### config.mk
export PLATFORM = sky130hd
export DESIGN_NAME = uart_rx_framer
export DESIGN_NICKNAME = d
export VERILOG_FILES = /design/src/rtl/uart_rx_framer.sv
export SDC_FILE = /design/constraint.sdc
export NUM_CORES = 1
export LEC_CHECK = 0
export ABC_AREA = 0
export BUFFER_PORTS_ARGS = -buffer_cell sky130_fd_sc_hd__buf_2
export CORE_MARGIN = 3
export CORE_UTILIZATION = 45
export CTS_CLUSTER_SIZE = 24
export DETAILED_ROUTE_END_ITERATION = 6
export PLACE_DENSITY = 0.65
export SLEW_MARGIN = 40
export SYNTH_ARGS = -nofsm -noshare
export SYNTH_HDL_FRONTEND = slang
export SYNTH_SLANG_ARGS = --single-unit
### constraint.sdc
create_clock -name clk -period 1.7 [get_ports clk]
set_input_delay 0.34 -clock clk [delete_from_list [all_inputs] [get_ports clk]]
set_output_delay 0.34 -clock clk [all_outputs]
set_load 0.02 [all_outputs]
### src/rtl/uart_rx_framer.sv
// UART receive framer: 8N1, LSB first, 16x oversampling.
// Raw rx is synchronized, framed by a four-state FSM and the completed byte
// is presented on a read-once register with valid/irq/overrun/frame_err flags.
module uart_rx_framer #(
  parameter int CLK_DIV = 651
) (
  input  logic       clk,
  input  logic       reset,
  input  logic       rx,
  input  logic       rx_ack,
  input  logic       err_clr,
  output logic [7:0] rx_data,
  output logic       rx_valid,
  output logic       rx_irq,
  output logic       overrun,
  output logic       frame_err
);

  localparam int CNT_W = $clog2(CLK_DIV);
  localparam logic [CNT_W-1:0] CNT_MAX = CNT_W'(CLK_DIV - 1);

  typedef enum logic [1:0] {
    IDLE  = 2'd0,
    START = 2'd1,
    DATA  = 2'd2,
    STOP  = 2'd3
  } state_t;

  state_t           state;
  logic             rx_p0;
  logic             rx_s;
  logic             rx_prev;
  logic [CNT_W-1:0] tick_cnt;
  logic             tick;
  logic [3:0]       sample_cnt;
  logic [2:0]       bit_idx;
  logic [7:0]       shift;
  logic             good_p1;
  logic             bad_p1;
  logic             start_edge;

  assign tick       = (tick_cnt == CNT_MAX);
  assign start_edge = (state == IDLE) && !rx_s && rx_prev;

  // Two-flop synchronizer plus one delayed copy for falling-edge detection
  always_ff @(posedge clk) begin
    if (reset) begin
      rx_p0   <= 1'b1;
      rx_s    <= 1'b1;
      rx_prev <= 1'b1;
    end else begin
      rx_p0   <= rx;
      rx_s    <= rx_p0;
      rx_prev <= rx_s;
    end
  end

  // Oversample tick generator, realigned to the start edge of every frame
  always_ff @(posedge clk) begin
    if (reset) begin
      tick_cnt <= '0;
    end else if (start_edge || tick) begin
      tick_cnt <= '0;
    end else begin
      tick_cnt <= tick_cnt + 1'b1;
    end
  end

  // Framing FSM: start-bit qualification, data shift-in, stop-bit check
  always_ff @(posedge clk) begin
    if (reset) begin
      state      <= IDLE;
      sample_cnt <= '0;
      bit_idx    <= '0;
      shift      <= '0;
      good_p1    <= 1'b0;
      bad_p1     <= 1'b0;
    end else begin
      good_p1 <= 1'b0;
      bad_p1  <= 1'b0;
      case (state)
        IDLE: begin
          if (start_edge) begin
            state      <= START;
            sample_cnt <= '0;
          end
        end
        START: begin
          if (tick) begin
            if (sample_cnt == 4'd7) begin
              // Mid start bit: still low means a real frame, else a glitch
              sample_cnt <= '0;
              bit_idx    <= '0;
              state      <= rx_s ? IDLE : DATA;
            end else begin
              sample_cnt <= sample_cnt + 1'b1;
            end
          end
        end
        DATA: begin
          if (tick) begin
            sample_cnt <= sample_cnt + 1'b1;
            if (sample_cnt == 4'd15) begin
              shift[bit_idx] <= rx_s;
              bit_idx        <= bit_idx + 1'b1;
              if (bit_idx == 3'd7) begin
                state <= STOP;
              end
            end
          end
        end
        STOP: begin
          if (tick) begin
            sample_cnt <= sample_cnt + 1'b1;
            if (sample_cnt == 4'd15) begin
              state   <= IDLE;
              good_p1 <= rx_s;
              bad_p1  <= !rx_s;
            end
          end
        end
        default: state <= IDLE;
      endcase
    end
  end

  // Host-facing data register and status flags; new events beat clears
  always_ff @(posedge clk) begin
    if (reset) begin
      rx_data   <= '0;
      rx_valid  <= 1'b0;
      rx_irq    <= 1'b0;
      overrun   <= 1'b0;
      frame_err <= 1'b0;
    end else begin
      rx_irq <= good_p1;
      if (good_p1) begin
        rx_data  <= shift;
        rx_valid <= 1'b1;
      end else if (rx_ack) begin
        rx_valid <= 1'b0;
      end
      if (good_p1 && rx_valid && !rx_ack) begin
        overrun <= 1'b1;
      end else if (err_clr) begin
        overrun <= 1'b0;
      end
      if (bad_p1) begin
        frame_err <= 1'b1;
      end else if (err_clr) begin
        frame_err <= 1'b0;
      end
    end
  end

endmodule

# Word level (Yosys, flattened, before mapping)
# Index checks and enable logic that the tools add are counted.
dict set report word_totals {
  ff_bits 44
  wordCells 87
}
dict set report op_classes {
  add_sub_neg 3
  magnitude_cmp 2
  n_eq_ne 16
  muxes 28
  bitwise_logic 3
  n_reduce_logical 20
}
# op count
set op_table {}
lappend op_table {{2-bit 2-to-1 mux} 9}
lappend op_table {{4-bit 2-to-1 mux} 4}
lappend op_table {{2-bit inequality test, second input constant} 8}
lappend op_table {{3-bit 2-to-1 mux} 4}
lappend op_table {{4-bit one-hot mux with 3 select lines} 1}
lappend op_table {{10-bit by 1-bit adder with 10-bit output, second input constant} 1}
lappend op_table {{10-bit equality test, second input constant} 1}
lappend op_table {{8-bit bitwise mux} 1}
lappend op_table {{2-bit one-hot mux with 4 select lines} 1}
lappend op_table {{8-bit AND reduction} 1}
lappend op_table {{2-bit nonzero test} 4}
lappend op_table {{1-bit 2-to-1 mux} 6}
lappend op_table {{3-bit one-hot mux with 2 select lines} 1}
lappend op_table {{3-bit AND reduction} 2}
lappend op_table {{1-bit logical AND} 5}
lappend op_table {{5-bit AND reduction} 1}
lappend op_table {{4-bit by 1-bit adder with 4-bit output, second input constant} 1}
lappend op_table {{2-bit equality test, second input constant} 2}
lappend op_table {{4-bit by 3-bit equality test with 1-bit output, second input constant} 1}
lappend op_table {{4-bit equality test, second input constant} 1}
lappend op_table {{3-bit by 4-bit < comparator with 1-bit output, second input constant} 1}
lappend op_table {{2-bit OR reduction} 2}
lappend op_table {{4-bit OR reduction} 1}
lappend op_table {{3-bit by 1-bit adder with 3-bit output, second input constant} 1}
lappend op_table {{9 further kinds} 12}

# Depth between registers and ports, before layout
# Gate-level depths: netlist of run 1.
dict set report logic_depth {
  depth_word 5
  depth_mapped 7
}

# Worst setup path after synthesis of run 1
# OpenSTA, ideal clock, no wires.
dict set report synth_path {
  kind {flip-flop to flip-flop}
  start {register tick_cnt[1]}
  end {register with a tool-made name}
  t_arrival_ns 1.641
  required_ns 1.579
  path_slack_ns -0.061
  path_stages_with_launch 6
  path_buffers 0
  path_cell_list {dfxtp_1 > ha_1 > and4b_1 > nand4_1 > nor4_1 > mux2_2}
}
# item line_no
set synth_rtl {}
lappend synth_rtl {{start, declared} 33} ;# logic [CNT_W-1:0] tick_cnt;
lappend synth_rtl {{start signal, assigned} 65} ;# tick_cnt <= tick_cnt + 1'b1;

==> results of run 1 <==
==> worst max path at each step <==
stage / slack (ns) / cells past startpoint / to / start
CTS: 0.01 / 6 / flop / tick_cnt[0]
finish: 0.07 / 6 / flop / tick_cnt[0]
floorplan: -0.005 / 6 / flop / tick_cnt[0]
global route: -0.03 / 6 / flop / tick_cnt[0]
detailed placement: 0.02 / 6 / flop / tick_cnt[0]
global placement: 0.07 / 6 / flop / tick_cnt[0]
==> flip-flops by register name, indices dropped and copies added (netlist names), named ones only <==
name        count
rx_valid        1
shift           8
sample_cnt      4
rx_s            1
state           1
rx_data         8
rx_prev         1
good_p1         1
frame_err       1
tick_cnt       10
bad_p1          1
overrun         1
rx_irq          1
rx_p0           1
bit_idx         3
==> where the power goes <==
part           switching (mW)  internal [mW]  leakage, nW  total (mW)
Clock                   0.338          0.480       0.0614       0.818
Combinational          0.0505         0.0390        0.566      0.0895
Sequential            0.00763           1.04        0.356        1.05
Total                   0.396           1.56        0.983        1.96
==> layout make-up <==
cell class,count,area [sq um]
fill,390,1760
multi-input combinational,150,1030
sequential,44,883
timing repair buffer,33,208
clock buffer,6,82.6
tap,50,62.6
clock inverter,2,38.8
inverter,5,18.8
==> timing repair <==
item	CTS	global route
hold buffers	0	0
resized for setup	0	3
setup buffers	0	1
endpoints found under the setup margin	0	5
==> routing by layer <==
metal  GRT usage, %  part of all wire, %
met2           23.1                   44
met5              0                    0
met3           3.37                  2.9
met4           4.38                 0.67
met1           21.3                   53
==> per-stage QoR <==
stage / util (%) / setup TNS (ns) / total power [mW]
after CTS: 56.5 / 0 / 1.97
final: 57.0 / 0 / 1.96
after global placement: 53.5 / 0 / 1.16
after global routing: 57.0 / -0.0343 / 2.03
after detailed placement: 53.5 / 0 / 1.16
after floorplan: - / -0.00460 / 1.12
==> cells in the final DEF (no fill, tap or decap), types with 3 or more instances in the layout <==
cell type and instances:
a21oi_1 6, nand2_1 3, nand4b_1 5, xor2_1 8, o21ai_0 6, nand3b_1 4, dfxtp_1 42, buf_2 16
nor2_1 29, inv_1 4, nand3_1 11, clkbuf_8 6, nand2b_1 11, mux2i_1 16, nor2b_1 4, ha_1 4
nand4_1 7, or2_2 5, buf_4 17, nor3b_1 4
==> cells in the mapped netlist <==
| master | instances | area [sq um] |
|---|---|---|
| nor3b_1 | 4 | 30.0 |
| nand4_1 | 7 | 43.8 |
| a22oi_1 | 2 | 15.0 |
| clkbuf_1 | 7 | 26.3 |
| mux2_2 | 1 | 11.3 |
| nor2_1 | 29 | 109 |
| buf_2 | 1 | 5.00 |
| and3_2 | 1 | 7.51 |
| inv_1 | 5 | 18.8 |
| nor3_1 | 1 | 5.00 |
| buf_1 | 1 | 3.75 |
| ha_1 | 5 | 62.6 |
| nand2_1 | 3 | 11.3 |
| a21oi_1 | 6 | 30.0 |
| o21ba_2 | 1 | 10.0 |
| nand3b_1 | 4 | 30.0 |
| o22ai_1 | 1 | 6.26 |
| and4b_1 | 1 | 10.0 |
| or2_2 | 5 | 31.3 |
| nand3_1 | 11 | 55.1 |
| nand4b_1 | 5 | 43.8 |
| xnor2_1 | 1 | 8.76 |
| or3_1 | 2 | 12.5 |
| mux2i_1 | 16 | 160 |
| nor4_4 | 1 | 21.3 |
| nor2b_1 | 4 | 25.0 |
| nand2b_1 | 11 | 68.8 |
| and4_2 | 1 | 10.0 |
| o21bai_1 | 1 | 7.51 |
| or3b_4 | 1 | 11.3 |
| and3_1 | 2 | 12.5 |
| o32ai_1 | 1 | 8.76 |
| xor2_1 | 8 | 70.1 |
| o21ai_0 | 6 | 30.0 |
| dfxtp_1 | 44 | 881 |
| nor4_1 | 3 | 18.8 |
| o31ai_1 | 1 | 7.51 |
| o211ai_1 | 1 | 7.51 |
| a21o_1 | 1 | 7.51 |
| and3b_1 | 1 | 8.76 |
| a211oi_1 | 1 | 7.51 |
==> logic make-up after synthesis <==
family / share of synthesized area (%)
buffers and inverters: 2.76
AOI/OAI and AO/OA: 7.06
muxes: 8.79
adders and majority gates: 3.21
xor gates and xnor gates: 4.04
and+or+nand+nor: 29.0
DFF: 45.2
==> worst register-to-register path, stage by stage, from the launching register on <==
cell and delay (ns):
dfxtp_2 0.33, inv_2 0.06, ha_4 0.11, and4b_1 0.21, nand4_1 0.13, nor4_2 0.33, mux2_2 0.36
==> run_results.csv, run 1 <==
group,metric,value,unit
setup_path,cp-end-kind,"flop",
setup_path,cp_slowest_cell,"mux2_2",
setup_path,reg2reg_depth,6,
drt,drt_iter0_drc,107,
setup_path,critPathKind,"reg -> reg",
floorplanning,initial_utilization,47.7,%
synth,yosysWarningCount,0,
sta,fmax,613,MHz
synth,synth_cell_types,41,
global_route,overflow,0,
synth,synth-seq-cells,44,
min_path,whs_path_depth,2,
clocking,clk_pin_slew,0.08,ns
sta,drv_slew,0,
min_path,hold_path_end,"rx_p0",
setup_path,cp-start-kind,"flop",
placement,hpwl,2480,um
global_route,grt_pass1_wl,6280,um
synth,avgSynthCellArea,9.38,sq um
setup_path,r2r-start,"tick_cnt[0]",
sta,rsz0062_at_grt,"yes",
synth,syn_area,1950,sq um
clocking,clockBufferDepth,2,
sta,period_needed,1.63,ns
cells_and_area,final_area,2330,sq um
drt,wire_per_inst,12.3,um
global_route,grt_max_degree,23,
floorplanning,dieArea,5160,sq um
sta,fin_crit_sh,96.0,%
drt,vias,1518,
floorplanning,rows,23,
cells_and_area,drive_above_1_share,23.8,%
synth,synth_nets,218,
setup_path,cp.required,1.87,ns
drt,drt-pass1-iter-count,4,
placement,pre_cts_ws,0.0238,ns
placement,place_congestion,0.830,
setup_path,worst-path-max-fanout,2,
floorplanning,io_pins,17,
setup_path,critical_path.top_delay_family,"simple AND/OR/NAND/NOR gates",
clocking,clockRootBuffer,"clkbuf_8",
sta,fin_hold_ws,0.233,ns
placement,post_dp_cell_area,2190,sq um
run,cap_violations,0,
power_and_ir_drop,cellLeakagePower,0.983,nW
drt,viasPerCell,5.23,
global_route,grt_use_total,15.1,%
drt,wl,3570,um
setup_path,crit_path_max_incr_delay,0.36,ns
placement,io_buffers,16,
setup_path,cp_num_buf_inv,1,
drt,final_antenna_net_count,0,
drt,drc,0,
sta,worst_slew_pin_slew,0.562,ns
sta,worst_slack,0.0687,ns
clocking,clkLatencyLatePin,0.28,ns
clocking,cts_buffers,5,
clocking,h-tree-depth,2,
synth,synth_cells,208,
cells_and_area,antennaDiodeCount,0,
floorplanning,die_y,71.8,um
cells_and_area,syn_to_final_growth,19.4,%
sta,clock-skew-final,0.00660,ns
sta,finalHoldViolCount,0,
floorplanning,die_x,71.8,um
setup_path,arrival,1.80,ns
status,status,"finished, final reports clean",
setup_path,crit_chain,"inv_2 -> ha_4 -> and4b_1 -> nand4_1 -> nor4_2 -> mux2_2",
floorplanning,core_area,4090,sq um
cells_and_area,stdcell_count,290,
synth,seq_area_frac_synth,45.2,%
power_and_ir_drop,p_per_area,840,nW/um^2
power_and_ir_drop,peakVddDrop,763,uV
sta,setup_violations,0,
clocking,cts_tree,"built",
clocking,clkSinkCount,44,
cells_and_area,nets,249,
placement,dp.cells,281,
sta,maxSlewHeadroom,62.5,%
min_path,hold_start,"rx",
global_route,first_global_vias,1423,
global_route,grt_antenna_before_repair,0,
min_path,holdCritPathClass,"in -> reg",
setup_path,r2r_slack,0.07,ns
Power figures use the tool's default switching activity.
==> run 2: changes to the inputs <==
--- a/config.mk
+++ b/config.mk
@@ -11,6 +11,7 @@
 export CORE_UTILIZATION = 45
 export CTS_CLUSTER_SIZE = 24
 export DETAILED_ROUTE_END_ITERATION = 6
+export GPL_TIMING_DRIVEN = 0
 export PLACE_DENSITY = 0.65
 export SLEW_MARGIN = 40
 export SYNTH_ARGS = -nofsm -noshare
==> run 2 against run 1 <==
Cell count increased by 0.34%. Setup slack got worse by 0.055 ns. Total power decreased by 6.7%. Fmax decreased by 3.3%. Design area increased by 0.38%. Utilization increased by 0.21 points. Clock skew increased by 0.0016 ns. Global-route usage increased by 1.2 points. Sequential power about the same. Critical path type unchanged. Highest routed layer unchanged.
==> run_results.csv, run 2 (synthesis gave the netlist of run 1 again) <==
group,metric,value,unit
sta,rsz0062_at_grt,"yes",
global_route,grt_use_total,16.3,%
drt,drc,0,
floorplanning,io_pins,17,
setup_path,cp_num_buf_inv,1,
setup_path,crit_path_max_incr_delay,0.43,ns
floorplanning,core_area,4090,sq um
cells_and_area,stdcell_count,291,
placement,dp.cells,273,
clocking,clockBufferDepth,2,
global_route,grtUsageMet1,22.5,%
cells_and_area,drive_above_1_share,24.1,%
setup_path,critPathKind,"reg -> reg",
cells_and_area,top_regs,"tick_cnt x10, rx_data x8, shift x8",
setup_path,crit_chain,"or3b_4 -> nor4_4 -> buf_2 -> nand3_1 -> mux2i_1",
cells_and_area,final_common_cell,"dfxtp_1",
floorplanning,rows,23,
global_route,grtUsageMet3,4.21,%
floorplanning,die_y,71.8,um
sta,drv_slew,0,
placement,pre_cts_ws,-0.195,ns
clocking,clkLatencyLatePin,0.30,ns
sta,worst_slew_pin_slew,0.659,ns
setup_path,cp-start-kind,"flop",
sta,setup_violations,0,
power_and_ir_drop,peakVddDrop,682,uV
global_route,overflow,0,
sta,maxSlewHeadroom,56.1,%
placement,place_congestion,0.791,
setup_path,critical_path.top_delay_family,"simple AND/OR/NAND/NOR gates",
min_path,holdCritPathClass,"in -> reg",
sta,fmax,593,MHz
power_and_ir_drop,cellLeakagePower,0.954,nW
setup_path,critPathLaunch,"tick_cnt[6]",
cells_and_area,nets,250,
run,cap_violations,0,
drt,final_antenna_net_count,0,
sta,fin_crit_sh,99.2,%
setup_path,cp-end-kind,"flop",
clocking,cts_tree,"built",
clocking,clk_pin_slew,0.08,ns
placement,hpwl,2560,um
power_and_ir_drop,p_clk_share,38.1,%
cells_and_area,multi_input_area,1070,sq um
cells_and_area,regMostFlops,"tick_cnt",
sta,clock-skew-final,0.00817,ns
setup_path,worst-path-max-fanout,4,
status,status,"finished, final reports clean",
drt,wl,3850,um
setup_path,cp.required,1.87,ns
global_route,first_global_vias,1411,
global_route,use_met2,23.5,%
drt,vias,1533,
floorplanning,initial_utilization,47.7,%
cells_and_area,regArea,897,sq um
power_and_ir_drop,p_comb_share,4.1,%
placement,io_buffers,15,
power_and_ir_drop,seqPwrFrac,57.8,%
floorplanning,die_x,71.8,um
cells_and_area,syn_to_final_growth,19.8,%
drt,viasPerCell,5.27,
setup_path,arrival,1.86,ns
drt,drt-pass1-iter-count,4,
global_route,grt_pass1_wl,6580,um
sta,period_needed,1.69,ns
global_route,grt_max_degree,15,
setup_path,r2r-start,"tick_cnt[6]",
setup_path,reg2reg_depth,5,
setup_path,crit_end,"shift[3]",
floorplanning,dieArea,5160,sq um
setup_path,path_depth,5,
clocking,cts_buffers,5,
cells_and_area,fillers,380,
setup_path,r2r_slack,0.01,ns
sta,finalHoldViolCount,0,
placement,post_dp_cell_area,2100,sq um
power_and_ir_drop,p_sw_share,23.2,%
power_and_ir_drop,switchingPower,423,uW
drt,wire_per_inst,13.2,um
global_route,grt_busiest_layer,"met2",
setup_path,cp_slowest_cell,"or3b_4",
sta,fin_hold_ws,0.214,ns
power_and_ir_drop,intPower,1.40,mW
power_and_ir_drop,p_per_area,781,nW/um^2
clocking,clkSinkCount,44,
cells_and_area,final_area,2340,sq um
cells_and_area,largest_register_ffs,10,
clocking,h-tree-depth,2,
sta,worst_slack,0.0138,ns
cells_and_area,layout_common_cells,"dfxtp_1 (39), nor2_1 (29), mux2i_1 (16), buf_2 (16)",
setup_path,rr_endpoint,"shift[3]",
global_route,grt_antenna_before_repair,0,
drt,drt_iter0_drc,70,
clocking,clockRootBuffer,"clkbuf_8",
cells_and_area,antennaDiodeCount,0,
min_path,whs_path_depth,2,
==> run 2: cell types whose count changed in the layout (fill, tap and decap cells not counted), moves of 3 or more <==
cell      change
buf_4         -9
clkbuf_1      +6
dfxtp_4       +4
dfxtp_1       -3
==> run 2: how the worst min path moves through the flow <==
stage          endpoint  start  slack [ns]
6_report          rx_p0     rx        0.21
5_1_grt           rx_p0     rx        0.21
4_1_cts           rx_p0     rx        0.20
3_5_place_dp       rx_s  rx_p0        0.40
3_3_place_gp       rx_s  rx_p0        0.39
2_1_floorplan      rx_s  rx_p0        0.39
==> run 2: power groups by stage <==
| stage | logic (mW) | clock network, mW | registers, mW |
|---|---|---|---|
| after global routing | 0.0881 | 0.763 | 1.06 |
| after floorplan | 0.0487 | 0 | 1.08 |
| after detailed placement | 0.0670 | 0 | 1.08 |
| after CTS | 0.0676 | 0.730 | 1.06 |
| final | 0.0757 | 0.696 | 1.05 |
| after global placement | 0.0667 | 0 | 1.08 |
==> run 2: cell type report <==
type,count,area share (%)
multi-input cells,150,45.9
plain buffers,9,1.66
repair buffers,25,6.48
clock inverters,2,0.589
well taps,50,2.68
flip-flops and latches,44,38.4
inverters,5,0.803
clock buffers,6,3.53
==> run 2: repair_timing <==
action                     CTS  global route
cloned                       0             1
setup endpoints to repair   25            22
pin swaps                    2             4
hold buffers                 0             0
buffers inserted             4             5
resized for setup            5            16
==> run 2: stage by stage <==
| step | power, mW | setup TNS, ns | util (%) |
|---|---|---|---|
| final | 1.83 | 0 | 57.2 |
| after global routing | 1.91 | -0.459 | 57.2 |
| after CTS | 1.85 | -0.0514 | 54.9 |
| after detailed placement | 1.15 | -2.50 | 51.3 |
| after global placement | 1.15 | -2.46 | 51.3 |
| after floorplan | 1.12 | -0.00460 | - |
==> run 2: routing by layer <==
layer / vias to the layer above / wire, um
li1: 800 / -
met1: 707 / 1970
met2: 18 / 1680
met3: 8 / 126
met4: 0 / 72
met5: - / 0
